<file path="src/rtl/bwt_pkg.sv">
// bwt_pkg: shared controller state type, default element constants and beat-count helper
package bwt_pkg;
    typedef enum logic [2:0] {LOAD, DISCARD, LAUNCH, WAIT, SEND} state_t;
    localparam int ELEM_W_DEF = 8;
    localparam logic [7:0] SENTINEL_DEF = 8'h24;
    function automatic int beats(input int string_len, input int beat_elems);
        return string_len / beat_elems;
    endfunction
endpackage

</file>
<file path="src/rtl/bwt_sentinel_find.sv">
// bwt_sentinel_find: combinational priority scan for the lowest element equal to the sentinel
module bwt_sentinel_find import bwt_pkg::*; #(
    parameter int N = 32,
    parameter int W = ELEM_W_DEF,
    parameter logic [W-1:0] SENT = W'(SENTINEL_DEF)
) (
    input  logic [N*W-1:0]       data,
    output logic [$clog2(N)-1:0] idx,
    output logic                 found
);
    localparam int IW = $clog2(N);
    // scan from the top down so the lowest matching index is the one left standing
    always_comb begin
        idx = '0;
        found = 1'b0;
        for (int i = N - 1; i >= 0; i--) begin
            if (data[i*W +: W] == SENT) begin
                idx = IW'(i);
                found = 1'b1;
            end
        end
    end
endmodule

</file>
<file path="src/rtl/bwt_stream_ctrl.sv">
// bwt_stream_ctrl: assembles a beat-streamed string, runs the sort engine under a timeout, streams the result back
module bwt_stream_ctrl import bwt_pkg::*; #(
    parameter int STRING_LEN = 32,
    parameter int ELEM_W = ELEM_W_DEF,
    parameter int BEAT_ELEMS = 4,
    parameter int TIMEOUT_CYCLES = 4096,
    parameter logic [ELEM_W-1:0] SENTINEL = ELEM_W'(SENTINEL_DEF)
) (
    input  logic                           clk,
    input  logic                           rst,
    input  logic                           in_valid,
    output logic                           in_ready,
    input  logic [BEAT_ELEMS*ELEM_W-1:0]   in_data,
    input  logic                           in_last,
    output logic                           out_valid,
    input  logic                           out_ready,
    output logic [BEAT_ELEMS*ELEM_W-1:0]   out_data,
    output logic                           out_last,
    output logic                           eng_start,
    output logic [STRING_LEN*ELEM_W-1:0]   eng_string,
    input  logic                           eng_done,
    input  logic [STRING_LEN*ELEM_W-1:0]   eng_result,
    output logic                           busy,
    output logic [$clog2(STRING_LEN)-1:0]  sentinel_idx,
    output logic                           err_len,
    output logic                           err_timeout,
    output logic                           err_nosentinel
);
    localparam int BEATS = beats(STRING_LEN, BEAT_ELEMS);
    localparam int BEAT_W = BEAT_ELEMS * ELEM_W;
    localparam int BW = BEATS > 1 ? $clog2(BEATS) : 1;
    localparam int TW = $clog2(TIMEOUT_CYCLES);
    localparam int IW = $clog2(STRING_LEN);
    localparam logic [BW-1:0] LAST_BEAT = BW'(BEATS - 1);
    localparam logic [TW-1:0] LAST_TICK = TW'(TIMEOUT_CYCLES - 1);

    state_t state, state_nx;
    logic [BW-1:0] beat_cnt, out_beat;
    logic [TW-1:0] tcnt;
    logic [STRING_LEN*ELEM_W-1:0] res_buf;
    logic [IW-1:0] find_idx;
    logic find_ok, in_acc, out_acc, in_final, timed_out;

    assign in_acc = in_valid && in_ready;
    assign out_acc = out_valid && out_ready;
    assign in_final = beat_cnt == LAST_BEAT;
    assign timed_out = tcnt == LAST_TICK;

    bwt_sentinel_find #(.N(STRING_LEN), .W(ELEM_W), .SENT(SENTINEL)) u_find (
        .data(eng_result),
        .idx(find_idx),
        .found(find_ok)
    );

    // state register
    always_ff @(posedge clk) state <= rst ? LOAD : state_nx;

    // next state: frame length checks, engine supervision (done beats timeout), output drain
    always_comb begin
        state_nx = state;
        case (state)
            LOAD:    if (in_acc && in_final) state_nx = in_last ? LAUNCH : DISCARD;
            DISCARD: if (in_acc && in_last) state_nx = LOAD;
            LAUNCH:  state_nx = WAIT;
            WAIT:    if (eng_done) state_nx = SEND; else if (timed_out) state_nx = LOAD;
            SEND:    if (out_acc && out_last) state_nx = LOAD;
            default: state_nx = LOAD;
        endcase
    end

    // handshake and status outputs decoded from the current state
    always_comb begin
        in_ready = state == LOAD || state == DISCARD;
        out_valid = state == SEND;
        out_last = out_valid && out_beat == LAST_BEAT;
        out_data = out_valid ? res_buf[out_beat*BEAT_W +: BEAT_W] : '0;
        eng_start = state == LAUNCH;
        busy = state != LOAD;
    end

    // string assembly, timeout counting, result capture and sticky error flags
    always_ff @(posedge clk) begin
        if (rst) begin
            beat_cnt <= '0;
            out_beat <= '0;
            tcnt <= '0;
            eng_string <= '0;
            res_buf <= '0;
            sentinel_idx <= '0;
            err_len <= 1'b0;
            err_timeout <= 1'b0;
            err_nosentinel <= 1'b0;
        end else begin
            if (state == LOAD && in_acc) begin
                eng_string[beat_cnt*BEAT_W +: BEAT_W] <= in_data;
                beat_cnt <= (in_last || in_final) ? '0 : beat_cnt + 1'b1;
                if (beat_cnt == '0) {err_len, err_timeout, err_nosentinel} <= '0;
                if (in_last != in_final) err_len <= 1'b1;
            end
            if (state == LAUNCH) tcnt <= '0;
            if (state == WAIT) begin
                tcnt <= tcnt + 1'b1;
                if (eng_done) begin
                    res_buf <= eng_result;
                    sentinel_idx <= find_idx;
                    err_nosentinel <= !find_ok;
                    out_beat <= '0;
                end else if (timed_out) begin
                    err_timeout <= 1'b1;
                end
            end
            if (state == SEND && out_acc) out_beat <= out_last ? '0 : out_beat + 1'b1;
        end
    end
endmodule

</file>
<file path="config.mk">
export PLATFORM = sky130hd
export DESIGN_NAME = bwt_stream_ctrl
export DESIGN_NICKNAME = d
export VERILOG_FILES = /design/src/rtl/bwt_pkg.sv /design/src/rtl/bwt_sentinel_find.sv /design/src/rtl/bwt_stream_ctrl.sv
export SDC_FILE = /design/constraint.sdc
export NUM_CORES = 1
export LEC_CHECK = 0
export CORE_ASPECT_RATIO = 0.7
export CORE_UTILIZATION = 44
export DETAILED_ROUTE_END_ITERATION = 16
export GPL_TIMING_DRIVEN = 0
export MAX_ROUTING_LAYER = met4
export PLACE_DENSITY = 0.76
export SLEW_MARGIN = 20
export SYNTH_ARGS = -nofsm -noshare
export SYNTH_HDL_FRONTEND = slang
export SYNTH_SLANG_ARGS = --single-unit
</file>
<file path="constraint.sdc">
create_clock -name clk -period 2.25 [get_ports clk]
set_input_delay 0.675 -clock clk [delete_from_list [all_inputs] [get_ports clk]]
set_output_delay 0.675 -clock clk [all_outputs]
set_load 0.05 [all_outputs]
</file>
==> summary.md <==
| Metric | Value |
|---|---|
| Pleak | 11.9 nW |
| Slew Viols, Final | 0 |
| FF-to-FF End | eng_string[230]$_SDFFE_PP0P_ |
| Most common cell in the netlist | nand2_1 |
| Cell row count | 68 |
| Drt first pass iters | 7 |
| First-pass GRT wire length | 141000 um |
| Post-synthesis sequential area ratio | 48.3% |
| Gr usage total | 38.0% |
| Starting DRT DRC Count | 3499 |
| CP max stage cell | mux4_2 |
| M2 GR Usage | 53.0% |
| DR WL/cell | 24.5 um |
| CTS tree | yes |
| Post-synthesis net count | 3086 |
| Largest net degree at the start of global routing | 16 |
| Leading area contributor after synthesis | dfxtp_1 |
| Critical Path Fanout Max | 8 |
| Min-Delay Path Depth | 3 |
| Most Used Layer, Global Route | met1 |
| Met1 Resource Use GR | 53.5% |
| PnR worst setup slack | -0.809 ns |
| Synth top area cells | dfxtp_1 48%, nand2_1 15%, a21oi_1 12% |
| Final WL | 102000 um |
| Primary FF master, synth | dfxtp_1 |
| Number of flops mapped to enable cells by yosys | 0 |
| Hold wc startpoint | in_data[30] |
| GPL Wtd Cong | 1.05 |
| Slew @ Worst Pin | 0.852 ns |
| Tcrit/Tclk final | 136% |
| CTS buffer count | 51 |
| Fin util | 65.0% |
| Synth top area share | 48.3% |
| Area occupied by multi-input gates | 11500 um^2 |
| Power Density | 644 nW/um^2 |
| Peak supply drop | 0.574 mV |
| CTS root buf | clkbuf_16 |
| Setup Crit Path Kind | reg2out |
| Synth Area in Simple Gates | 25.1% |
| Placeable Area | 49800 um^2 |
| CTS sink count | 541 |
| Antenna-violating nets left | 0 |
| Final Cell Area | 32400 um^2 |
| Slew margin rel. | 42.4% |
| Synth Area in Compound Gates | 13.3% |
| Fill cells | 4322 |
| Synth cell types | 54 |
| Area Growth Syn to Fin | 44.3% |
| Final setup violating endpoints | 53 |
| Worst path max stage delay | 0.59 ns |
| Worst setup EP type | output port |
| Initial antenna violation count | 5 |
| Failing checks | setup timing |
| CP arrival | 2.38 ns |
| Clock-pin slew on the worst setup and hold paths | 0.07 ns |
| Vias per inst | 5.88 |
| Setup WS pre-CTS | -1.45 ns |
| Largest family of logic cells by synthesized area | simple AND/OR/NAND/NOR gates |
| Most frequent CP cell | buf_12 |
| Mapped Area | 22400 um^2 |
| RSZ-0062 raised after global routing | true |
| Initial Util | 45.1% |
| DIE WIDTH | 272 um |
| Worst skew pair latency | 0.60 ns |
| Setup Skew | 0.0292 ns |
| Synth Area in Adders | 0.446% |
| Met3 usage | 8.97% |
| Async set-reset flop share out of synthesis | 0% |
| Total grt overflow | 0 |
| Seq. cell area | 10800 um^2 |
| I/O Pins | 595 |
| Die area | 51900 um^2 |
| Outcome | complete, but fails checks |
| Dpl cell area | 29200 um^2 |
| R2R depth | 11 |
| Min cycle time layout | 3.06 ns |
| RR Startpoint | state[1]$_SDFFE_PP0P_ |
| Worst-path cell chain | buf_12 > buf_12 > mux4_2 > mux2i_2 > nor2_4 > buf_6 |
| Peak Freq | 327 MHz |
| Die Y | 191 um |
| Max Buffers Root-to-Sink | 3 |
| Hold endpoint | eng_string[30]$_SDFFE_PP0P_ |
| Synthesized area per cell | 8.06 um^2 |
| Yosys Warn Count | 0 |
| H-tree Lvls | 2 |
| Max-cap viol count | 0 |
| Vias in the first global route | 21505 |
| Via count | 24382 |
| Type of the worst min-delay path | in2reg |
| Yosys reg bits | 541 |
| Final hold violation count | 0 |
| Port bufs | 562 |
| Mapped Cells | 2784 |
| Dpl hpwl | 75900 um |
| Reg2Reg Setup Slack | -0.06 ns |
| DRC Markers | 0 |
| Proportion of synthesized area in mux cells | 8.04% |
| Data required, critical path | 1.57 ns |
| NumNets Final | 3739 |
| Xor/xnor share of the synthesized area | 0% |
| Fraction of layout cells with a size suffix above 1 | 15.2% |
| Worst Setup Start Kind | flip-flop |
| Top cells by count, synth | 902 x nand2_1, 541 x dfxtp_1, 531 x a21oi_1, 203 x nand3_1, 181 x clkbuf_1 |
[kinds of logic after synthesis]
| group | after synthesis |
|---|---|
| buffers and inverters | 258 |
| and+or+nand+nor | 1300 |
| muxes | 100 |
| DFF | 541 |
| AOI/OAI and AO/OA | 577 |
| adders and majority gates | 8 |
[layout by cell type (no fill, tap or decap), types with 11 or more instances in the layout]
cell type,instances
clkbuf_1,99
clkbuf_2,86
dfxtp_1,534
a21oi_2,15
mux4_2,64
clkbuf_8,18
dlygate4sd2_1,242
nand2_1,897
nor2_1,34
buf_4,47
mux2i_4,23
nor2_4,39
nand3_1,196
clkbuf_16,57
clkbuf_4,12
clkdlybuf4s50_1,261
nor4b_1,51
buf_12,11
a21oi_1,516
buf_6,50
clkdlybuf4s15_1,14
[worst max path at each step]
stage                                        start            to  slack, ns
final                     out_beat[0]$_SDFFE_PP0P_  out_data[26]      -0.81
after global routing      out_beat[0]$_SDFFE_PP0P_  out_data[26]      -0.84
after CTS                 out_beat[0]$_SDFFE_PP0P_  out_data[29]      -0.80
after detailed placement  out_beat[1]$_SDFFE_PP0P_   out_data[1]      -1.45
after global placement    out_beat[1]$_SDFFE_PP0P_   out_data[1]      -1.48
after floorplan              state[1]$_SDFFE_PP0P_      out_last      -0.04
[sequential cells by signal, indices dropped and copies added, names as in the netlist]
register	cells
eng_string	256
beat_cnt	3
sentinel_idx	5
out_beat	3
err_len	1
err_nosentinel	1
state	3
tcnt	12
err_timeout	1
res_buf	256
[final cells by class]
| cell class | count | share of cell area, % |
|---|---|---|
| multi-input cells | 1985 | 35.5 |
| flip-flops and latches | 541 | 33.5 |
| repair buffers | 606 | 18.2 |
| clock buffers | 74 | 4.68 |
| plain buffers | 240 | 4.46 |
| well taps | 665 | 2.57 |
| clock inverters | 21 | 0.939 |
| inverters | 12 | 0.155 |
| diodes | 4 | 0.0309 |
[stage by stage]
step | hold WS (ns) | TNS [ns] | power, mW | cells
after global placement | 0.438 | -478.07 | 11.5 | 4011
after CTS | 0.388 | -24.47 | 20.7 | 4124
after floorplan | 0.433 | -0.0424 | 10.5 | 2784
final | 0.419 | -24.88 | 20.8 | 4148
after detailed placement | 0.445 | -476.47 | 11.4 | 4011
after global routing | 0.408 | -29.24 | 21.3 | 4148
[worst max-delay path, delay by kind of cell, from the launching register on]
| kind | cells | cell delay [ns] |
|---|---|---|
| buffers and inverters | 3 | 0.50 |
| DFF | 1 | 0.41 |
| muxes | 2 | 0.82 |
| and+or+nand+nor | 1 | 0.07 |
[where the power goes]
part / switching (mW) / internal [mW]
Sequential: 0.0264 / 9.62
Clock: 4.01 / 5.49
Combinational: 1.04 / 0.654
Total: 5.08 / 15.8
[layer usage]
layer	vias to the layer above	wire length (um)	share of wire, %
met1	11763	42000	41
li1	10779	-	-
met4	0	3910	3.9
met2	1592	42800	42
met5	-	0	0
met3	248	12700	13
[what timing repair did]
| item | CTS | global route |
|---|---|---|
| gates cloned | 2 | 5 |
| buffers inserted | 18 | 19 |
| hold buffers | 0 | 0 |
| gates resized for setup | 768 | 143 |
| pin swaps | 10 | 15 |
| endpoints found under the setup margin | 809 | 378 |
Note: power is estimated with default switching activity, not from simulation.
